File: config.mk
export PLATFORM = sky130hd
export DESIGN_NAME = rs_stream_encoder
export DESIGN_NICKNAME = d
export VERILOG_FILES = /design/src/rtl/rs_pkg.sv /design/src/rtl/rs_gf_mult.sv /design/src/rtl/rs_stream_encoder.sv
export SDC_FILE = /design/constraint.sdc
export NUM_CORES = 1
export LEC_CHECK = 0
export BUFFER_PORTS_ARGS = -buffer_cell sky130_fd_sc_hd__buf_4
export CAP_MARGIN = 10
export CORE_AREA = 2 2 50 52
export CTS_BUF_LIST = sky130_fd_sc_hd__clkbuf_8
export DETAILED_ROUTE_END_ITERATION = 16
export DIE_AREA = 0 0 52 54
export HOLD_SLACK_MARGIN = 0.1
export PLACE_DENSITY = 0.64
export SETUP_SLACK_MARGIN = 0.4
export SKIP_LAST_GASP = 1
export SLEW_MARGIN = 10
export SYNTH_ARGS = -nofsm -noshare
export SYNTH_HDL_FRONTEND = slang
export SYNTH_SLANG_ARGS = --single-unit
File: constraint.sdc
create_clock -name clk -period 2.4 [get_ports clk]
set_input_delay 0.12 -clock clk [delete_from_list [all_inputs] [get_ports clk]]
set_output_delay 0.12 -clock clk [all_outputs]
set_load 0.02 [all_outputs]
File: src/rtl/rs_pkg.sv
// Shared GF(2^m) arithmetic, encoder state encoding and default field/code
// constants for the Reed-Solomon stream encoder.
package rs_pkg;

   localparam int              RS_SYMBOL_WIDTH = 3;
   localparam int              RS_N            = 7;
   localparam int              RS_K            = 5;
   localparam logic [3:0]      RS_PRIM_POLY    = 4'b1011;
   localparam logic [5:0]      RS_GEN_POLY     = 6'b110_011;

   // Widest symbol the shared multiplier can handle.
   localparam int              GF_MAX_W        = 16;

   typedef enum logic [0:0] {
      ST_MSG = 1'b0,
      ST_PAR = 1'b1
   } rs_state_e;

   // Shift-and-add multiply of a by b, reducing by poly whenever bit m appears.
   // Operands and poly are zero-extended to GF_MAX_W; the result stays below 2^m.
   function automatic logic [GF_MAX_W-1:0] gf_mul(
      input logic [GF_MAX_W-1:0] a,
      input logic [GF_MAX_W-1:0] b,
      input logic [GF_MAX_W:0]   poly,
      input int                  m
   );
      logic [GF_MAX_W:0]   acc_a;
      logic [GF_MAX_W-1:0] prod;
      prod  = {GF_MAX_W{1'b0}};
      acc_a = {1'b0, a};
      for (int i = 0; i < GF_MAX_W; i++) begin
         if (i < m) begin
            if (b[i]) begin
               prod = prod ^ acc_a[GF_MAX_W-1:0];
            end else begin
               prod = prod;
            end
            acc_a = acc_a << 1;
            if (acc_a[m]) begin
               acc_a = acc_a ^ poly;
            end else begin
               acc_a = acc_a;
            end
         end else begin
            prod = prod;
         end
      end
      return prod;
   endfunction

endpackage

File: src/rtl/rs_gf_mult.sv
// Combinational GF(2^m) multiplier, one instance per generator tap.
module rs_gf_mult
   import rs_pkg::*;
#(
   parameter int                    SYMBOL_WIDTH = RS_SYMBOL_WIDTH,
   parameter logic [SYMBOL_WIDTH:0] PRIM_POLY    = RS_PRIM_POLY
) (
   input  logic [SYMBOL_WIDTH-1:0] a,
   input  logic [SYMBOL_WIDTH-1:0] b,
   output logic [SYMBOL_WIDTH-1:0] p
);

   if (SYMBOL_WIDTH < 1 || SYMBOL_WIDTH > GF_MAX_W) begin : g_bad_width
      $error("rs_gf_mult: SYMBOL_WIDTH out of supported range");
   end

   // Product reduced by the field polynomial, truncated back to symbol width.
   assign p = SYMBOL_WIDTH'(gf_mul(GF_MAX_W'(a), GF_MAX_W'(b),
                                   (GF_MAX_W+1)'(PRIM_POLY), SYMBOL_WIDTH));

endmodule

File: src/rtl/rs_stream_encoder.sv
// Systematic Reed-Solomon stream encoder with valid/ready handshakes on both sides.
// Optional RS_SHORTEN_EN adds in_last to end a message early (shortened code).
module rs_stream_encoder
   import rs_pkg::*;
#(
   parameter int                                  SYMBOL_WIDTH = RS_SYMBOL_WIDTH,
   parameter int                                  N            = RS_N,
   parameter int                                  K            = RS_K,
   parameter logic [SYMBOL_WIDTH:0]               PRIM_POLY    = RS_PRIM_POLY,
   parameter logic [(N-K)*SYMBOL_WIDTH-1:0]       GEN_POLY     = RS_GEN_POLY
) (
   input  logic                    clk,
   input  logic                    rst,
   input  logic                    in_valid,
   output logic                    in_ready,
`ifdef RS_SHORTEN_EN
   input  logic                    in_last,
`endif
   input  logic [SYMBOL_WIDTH-1:0] in_data,
   output logic                    out_valid,
   input  logic                    out_ready,
   output logic [SYMBOL_WIDTH-1:0] out_data,
   output logic                    out_sop,
   output logic                    out_eop,
   output logic                    out_parity
);

   localparam int NK  = N - K;
   localparam int MCW = (K > 1)  ? $clog2(K)  : 1;
   localparam int PCW = (NK > 1) ? $clog2(NK) : 1;

   if (NK < 1 || K < 1) begin : g_bad_code
      $error("rs_stream_encoder: need N-K >= 1 and K >= 1");
   end

   rs_state_e                        state_r, state_nx_s;
   logic [NK-1:0][SYMBOL_WIDTH-1:0]  lfsr_r, lfsr_nx_s, tap_s;
   logic [MCW-1:0]                   msg_cnt_r, msg_cnt_nx_s;
   logic [PCW-1:0]                   par_cnt_r, par_cnt_nx_s;
   logic [SYMBOL_WIDTH-1:0]          fb_s;
   logic                             load_en_s, msg_hs_s, last_msg_s, last_par_s;
   logic                             out_valid_r, out_valid_nx_s;
   logic [SYMBOL_WIDTH-1:0]          out_data_r, out_data_nx_s;
   logic                             out_sop_r, out_sop_nx_s;
   logic                             out_eop_r, out_eop_nx_s;
   logic                             out_parity_r, out_parity_nx_s;

   assign load_en_s  = !out_valid_r || out_ready;
   assign in_ready   = (state_r == ST_MSG) && load_en_s;
   assign msg_hs_s   = in_valid && in_ready;
   assign fb_s       = in_data ^ lfsr_r[NK-1];
   assign last_par_s = (par_cnt_r == PCW'(NK-1));
`ifdef RS_SHORTEN_EN
   assign last_msg_s = (msg_cnt_r == MCW'(K-1)) || in_last;
`else
   assign last_msg_s = (msg_cnt_r == MCW'(K-1));
`endif

   for (genvar i = 0; i < NK; i++) begin : g_tap
      rs_gf_mult #(
         .SYMBOL_WIDTH (SYMBOL_WIDTH),
         .PRIM_POLY    (PRIM_POLY)
      ) u_mult (
         .a (fb_s),
         .b (GEN_POLY[i*SYMBOL_WIDTH +: SYMBOL_WIDTH]),
         .p (tap_s[i])
      );
   end

   assign out_valid  = out_valid_r;
   assign out_data   = out_data_r;
   assign out_sop    = out_sop_r;
   assign out_eop    = out_eop_r;
   assign out_parity = out_parity_r;

   // Next-state, LFSR, counters and output-register contents.
   always_comb begin
      state_nx_s      = state_r;
      lfsr_nx_s       = lfsr_r;
      msg_cnt_nx_s    = msg_cnt_r;
      par_cnt_nx_s    = par_cnt_r;
      out_valid_nx_s  = out_valid_r;
      out_data_nx_s   = out_data_r;
      out_sop_nx_s    = out_sop_r;
      out_eop_nx_s    = out_eop_r;
      out_parity_nx_s = out_parity_r;
      case (state_r)
         ST_MSG: begin
            if (load_en_s) begin
               out_valid_nx_s  = msg_hs_s;
               out_data_nx_s   = in_data;
               out_sop_nx_s    = msg_hs_s && (msg_cnt_r == '0);
               out_eop_nx_s    = 1'b0;
               out_parity_nx_s = 1'b0;
            end else begin
               out_valid_nx_s  = out_valid_r;
            end
            if (msg_hs_s) begin
               lfsr_nx_s = (lfsr_r << SYMBOL_WIDTH) ^ tap_s;
               if (last_msg_s) begin
                  msg_cnt_nx_s = '0;
                  state_nx_s   = ST_PAR;
               end else begin
                  msg_cnt_nx_s = msg_cnt_r + MCW'(1);
               end
            end else begin
               lfsr_nx_s = lfsr_r;
            end
         end
         ST_PAR: begin
            if (load_en_s) begin
               out_valid_nx_s  = 1'b1;
               out_data_nx_s   = lfsr_r[NK-1];
               out_sop_nx_s    = 1'b0;
               out_parity_nx_s = 1'b1;
               out_eop_nx_s    = last_par_s;
               // Last parity frees the encoder so the next message lands without a bubble.
               if (last_par_s) begin
                  lfsr_nx_s    = '0;
                  par_cnt_nx_s = '0;
                  state_nx_s   = ST_MSG;
               end else begin
                  lfsr_nx_s    = lfsr_r << SYMBOL_WIDTH;
                  par_cnt_nx_s = par_cnt_r + PCW'(1);
               end
            end else begin
               out_valid_nx_s = out_valid_r;
            end
         end
         default: begin
            state_nx_s = ST_MSG;
         end
      endcase
   end

   // State, LFSR, counters and the single output register.
   always_ff @(posedge clk or posedge rst) begin
      if (rst) begin
         state_r      <= ST_MSG;
         lfsr_r       <= '0;
         msg_cnt_r    <= '0;
         par_cnt_r    <= '0;
         out_valid_r  <= 1'b0;
         out_data_r   <= '0;
         out_sop_r    <= 1'b0;
         out_eop_r    <= 1'b0;
         out_parity_r <= 1'b0;
      end else begin
         state_r      <= state_nx_s;
         lfsr_r       <= lfsr_nx_s;
         msg_cnt_r    <= msg_cnt_nx_s;
         par_cnt_r    <= par_cnt_nx_s;
         out_valid_r  <= out_valid_nx_s;
         out_data_r   <= out_data_nx_s;
         out_sop_r    <= out_sop_nx_s;
         out_eop_r    <= out_eop_nx_s;
         out_parity_r <= out_parity_nx_s;
      end
   end

endmodule

Word-level counts from Yosys, hierarchy flattened
Cells that the tools add are included.
- output and inout bits: 8
- logic and storage cells: 58
- register bits after elaboration: 18
- bits of input ports: 7
- muxes and demuxes: 25
- eq/ne operators: 4
- reduce and logical (&&, ||, !) cells: 10
- $add $sub $neg: 2
- bitwise gates (word level): 7
- operators by type and width (operator ; count):
    two-way mux 6 bit ; 3
    one-hot mux 6 bit (2 select lines) ; 1
    two-way mux 1 bit ; 10
    one-hot mux 1 bit (2 select lines) ; 5
    two-way mux 3 bit ; 3
    bitwise XOR 3 bit ; 3
    AND reduction 2 bit ; 4
    one-hot mux 3 bit (2 select lines) ; 1
    bitwise XOR 6 bit ; 1
    two-way mux 2 bit ; 2
    inequality test 2 bit (second input constant) ; 2
    NOT 2 bit ; 2
    adder 3 x 1 -> 3 bit (second input constant) ; 1
    equality test 3 bit (second input constant) ; 1
    logical AND 1 bit ; 3
    zero test 3 bit ; 1
    inequality test 2 x 1 -> 1 bit (second input constant) ; 1
    adder 1 bit (second input constant) ; 1
    zero test 1 bit ; 1
    logical OR 1 bit ; 1
    NOT 1 bit ; 1

Longest topological paths before layout
- depth after elaboration: 9
- gate-level depth with buffers: 5
- gate-level depth less buffers: 5

Modules after synthesis
A second synthesis with hierarchy kept.
- cells, all modules: 142
- area, all modules: 1272.5 sq um
- by module, submodules not included (module ; area each (sq um) ; cells each ; instances ; seq. area each (sq um)):
    rs_stream_encoder ; 909.6 ; 86 ; 1 ; 450.4
    rs_gf_mult ; 181.4 ; 28 ; 2 ; 0.0

Worst setup path before layout
Ideal clock, no wire load.
- kind: register to register
- start: register lfsr_r[4] (netlist name)
- end: register lfsr_r[5] (netlist name)
- data required time: 2.268 ns
- path buffers: 0
- period minus slack after synthesis: 1.739 ns
- data arrival time: 1.607 ns
- cell stages (with the launch flop): 5
- library setup time: 0.132 ns
- path slack: 0.661 ns
- cells stage by stage: dfrtp_1 > xor2_2 > xnor3_1 > nor4b_4 > or3b_1
- cells in the longest elaborated chain, start to end: 5
- RTL lines (element ; line ; text):
    from (decl) ; rs_stream_encoder.sv:37 ; logic [NK-1:0][SYMBOL_WIDTH-1:0] lfsr_r, lfsr_nx_s, tap_s;
    from (signal assigned) ; rs_stream_encoder.sv:150 ; lfsr_r <= lfsr_nx_s;
    bitwise XOR 3 bit ; rs_stream_encoder.sv:51 ; assign fb_s = in_data ^ lfsr_r[NK-1];
    bitwise XOR 3 bit ; rs_pkg.sv:34 ; prod = prod ^ acc_a[GF_MAX_W-1:0];
    bitwise XOR 6 bit ; rs_stream_encoder.sv:99 ; lfsr_nx_s = (lfsr_r << SYMBOL_WIDTH) ^ tap_s;
    two-way mux 6 bit ; rs_stream_encoder.sv:98 ; if (msg_hs_s) begin
    one-hot mux 6 bit (2 select lines) ; rs_stream_encoder.sv:87 ; case (state_r)
No other way between the ends. The select of a mux whose other input is x is not followed.
A chain may end at the register's enable or synchronous reset.

Worst setup path in the final report
Same ends and word-level chain as after synthesis.

==> impl_summary.log <==
[metrics] status: finished, final reports clean
[metrics] TritonCTS clock tree: done
[metrics] PostCTS Resize Cnt: 0
[metrics] drt wl/cell: 13.8 um
[metrics] number of cell rows: 18
[metrics] type of element capturing the critical path: flop
[metrics] Placer Congestion: 0.800
[metrics] Clock Latency Late Sink: about 250 ps
[metrics] sequential cell area in the final layout: 450 um^2
[metrics] total power per unit cell area: 1340 nW/um^2
[metrics] number of DRC violations after detailed-routing iteration 0: 10
[metrics] Distinct cells, synth: 34
[metrics] number of hold-slack violations in the final timing report: 0
[metrics] clock transition time at the flip-flop clock pins of the worst setup and hold paths: 70 ps
[metrics] min cycle time layout: roughly 1900 ps
[metrics] Non-Filler Cell Area, Final: 1170 um^2
[metrics] yosys synthesis warning count: 0
[metrics] H-Tree Level Count: 1
[metrics] first-pass GRT wire length: 3.24 mm
[metrics] aggregate global-route resource usage: approximately 16%
[metrics] maximum clock insertion buffer count: 2
[metrics] reported leakage power: roughly 0.55 nW
[metrics] final layout net count: 118
[metrics] Crit path arrival time: 1980 ps
[metrics] nets in the synthesized netlist: roughly 100
[metrics] DR vias/cell: 5.24
[metrics] via count of the routed design: 718
[metrics] cell chosen for the clock root: clkbuf_8
[metrics] antenna violations before repair: 0
[metrics] wire length reported by the detailed router: 1.89 mm
[metrics] number of top-level design ports: 15
[metrics] delay contributed by the slowest stage of the critical path: 500 ps
[metrics] worst reg2reg path depth: 4
[metrics] Post-CTS Repair Setup Buffers: 0
[metrics] worst vdd rail ir drop: 0.678 mV
[metrics] final critical-path share of the clock period: 77.3%
[metrics] fill cell total of the finished layout: ~220
[metrics] total cell area at the placement stage: between 1000 and 1500 um^2
[metrics] effective utilization at floorplan: between 40% and 50%
[metrics] Worst Hold Slack: 142 ps
[metrics] area of the multi-input gates: 497 um^2
[metrics] pins over their slew limit: 0
[metrics] number of clock buffers inserted by TritonCTS: 3
[metrics] worst path cell trace: xor2_2 -> xnor3_1 -> nor4b_4 -> or3b_1
[metrics] growth of design area from synthesis to finish: 20.2%
[metrics] final number of setup-violating endpoints: 0
[metrics] remaining global-route overflow: 0
[metrics] CP required: 2520 ps
[metrics] worst clock skew: 4.39 ps
[metrics] max capacitance violation total: 0
[metrics] flops & latches, synth: 18
[metrics] startpoint type of the worst setup path: flop
[metrics] First-pass DRT Iterations: 4
[metrics] max frequency: about 0.54 GHz
[metrics] total inserted antenna cells: 0
[metrics] instance count of the mapped netlist: 90
[metrics] HP Start: in_valid
[metrics] sequential cell area fraction in the yosys report: a little under half
[metrics] Die Area: ~2800 um^2
[metrics] Max transition margin: 54.3%
[metrics] area inside the core boundary: 2320 um^2
[metrics] largest net degree at the start of global routing: 19
[metrics] Die Y: 54 um
[metrics] final antenna-violating net count: 0
[metrics] slew at the pin with the worst max-slew slack: around 690 ps
[metrics] class of the tightest hold or removal check: input pin to flop
[metrics] maximum net fanout on the critical path: 4
[metrics] count of hold-fix buffers inserted at cts: 1
[metrics] count of buffers from port buffering: 14
[metrics] vias in the first global route: 708
[metrics] launch instance of the worst register-to-register path: lfsr_r[4]
[metrics] utilization after layout: between 50% and 60%
[metrics] slowest library cell on the worst path: xnor3_1
[metrics] RSZ-0062 raised after global routing: no
[metrics] clock sink total: 18
[metrics] fraction of final layout cells with drive strength greater than 1: 24.3%
[metrics] path type of the worst setup path: flop to flop
[metrics] overall power consumption: 0.00157 W
[metrics] instance count along the most critical hold path: 2
[metrics] die boundary width: 52 um
[metrics] post-synthesis area per instance: 10.9 um^2
[metrics] first element of the critical path: lfsr_r[4]
[metrics] total half-perimeter wirelength after legalization and detailed placement: around 1.4 mm
[metrics] number of DRC violations after detailed routing: 0
[metrics] mapped cell area: between 900 and 1000 um^2
[metrics] setup TNS after final layout: 0 ps
cells in the mapped netlist:
cell	number	share of area [%]
dfrtp_1	18	46
nand2_1	12	4.6
o21ai_0	9	4.6
inv_1	5	1.9
mux2_2	3	3.5
mux2i_1	3	3.1
nor2b_1	3	1.9
xnor2_1	3	2.7
a21oi_1	2	1.0
clkbuf_1	2	0.77
ha_1	2	2.6
nand3_1	2	1.0
nor2_1	2	0.77
nor4_1	2	1.3
xor2_1	2	1.8
xor3_4	2	5.6
a211oi_1	1	0.77
a21boi_0	1	0.77
a21o_1	1	0.77
a31oi_1	1	0.64
a32o_1	1	1.0
buf_1	1	0.38
nand2b_1	1	0.64
nand3b_1	1	0.77
nand4_1	1	0.64
nor3_1	1	0.51
nor3b_1	1	0.77
nor4b_4	1	2.4
o21ai_1	1	0.51
o22ai_1	1	0.64
or3_1	1	0.64
or3b_1	1	0.90
xnor3_1	1	2.3
xor2_2	1	1.7
cell families (layout without fill, tap and decap cells):
group / after synthesis / after routing / share of synthesized area [%]
AND/OR/NAND/NOR: 29 / 29 / 16.9
AO/OA/AOI/OAI: 18 / 18 / 10.8
flip-flops: 18 / 18 / 46.1
XOR/XNOR: 9 / 9 / 14.1
buffers and inverters: 8 / 25 / 3.07
multiplexers: 6 / 6 / 6.53
adder cells (fa/ha/maj): 2 / 2 / 2.56
critical path, delay by kind of cell (launching register included):
| kind | cells | cell delay (ps) |
|---|---|---|
| flops | 1 | 420 |
| simple gates | 2 | 510 |
| xor+xnor | 2 | 800 |
per-stage QoR:
| step | setup slack, ps | cells |
|---|---|---|
| CTS | 513 | 137 |
| floorplan | 661 | 90 |
| finish | 546 | 137 |
| global route | 404 | 137 |
| detailed placement | 523 | 133 |
| global placement | 614 | 133 |
sequential cells by signal, indices dropped and copies added, names as in the netlist:
register	cells
out_sop	1
last_par_s	1
out_valid	1
msg_cnt_r	3
state_r	1
out_data	3
out_parity	1
out_eop	1
lfsr_r	6
area by class of cell:
| type | count | share of cell area [%] |
|---|---|---|
| Multi-Input combinational cell | 64 | 42.3 |
| Sequential cell | 18 | 38.3 |
| Timing Repair Buffer | 17 | 11.1 |
| Clock buffer | 3 | 3.51 |
| Tap cell | 30 | 3.19 |
| Inverter | 5 | 1.60 |
layout by cell type, fill, tap and decap left out, drive strengths merged, types with 2 or more instances in the layout:
master	n
clkbuf	3
dfrtp	18
inv	5
nor2	2
buf	16
o21ai	10
mux2	3
nor4	2
nand3	2
nand2	12
mux2i	3
xor3	2
ha	2
a21oi	2
xor2	3
nor2b	3
xnor2	3
power breakdown:
group | internal, W | switching (W) | leakage [nW]
logic | 0.000447 | 0.000367 | 0.307
registers | 0.000437 | 0.000118 | 0.223
clock network | 0.000111 | 0.0000920 | 0.0216
total | 0.000995 | 0.000577 | 0.551
worst paths after layout:
| kind | endpoint | slack [ps] |
|---|---|---|
| max | lfsr_r[5] | 550 |
| max in group asynchronous | lfsr_r[1] | 1430 |
| min reg2reg | out_eop | 480 |
| max reg2reg | lfsr_r[5] | 550 |
| min | out_valid | 140 |
| min in group asynchronous | state_r | 530 |
layer usage:
layer	wire (um)	global-route usage, %	vias up	share of wire, %
li1	-	-	345	-
met1	868	21.0	348	46
met2	910	27.2	21	48
met3	87	2.50	4	4.6
met4	25	6.58	0	1.3
met5	0	0	-	0
Power figures use the tool's default switching activity.
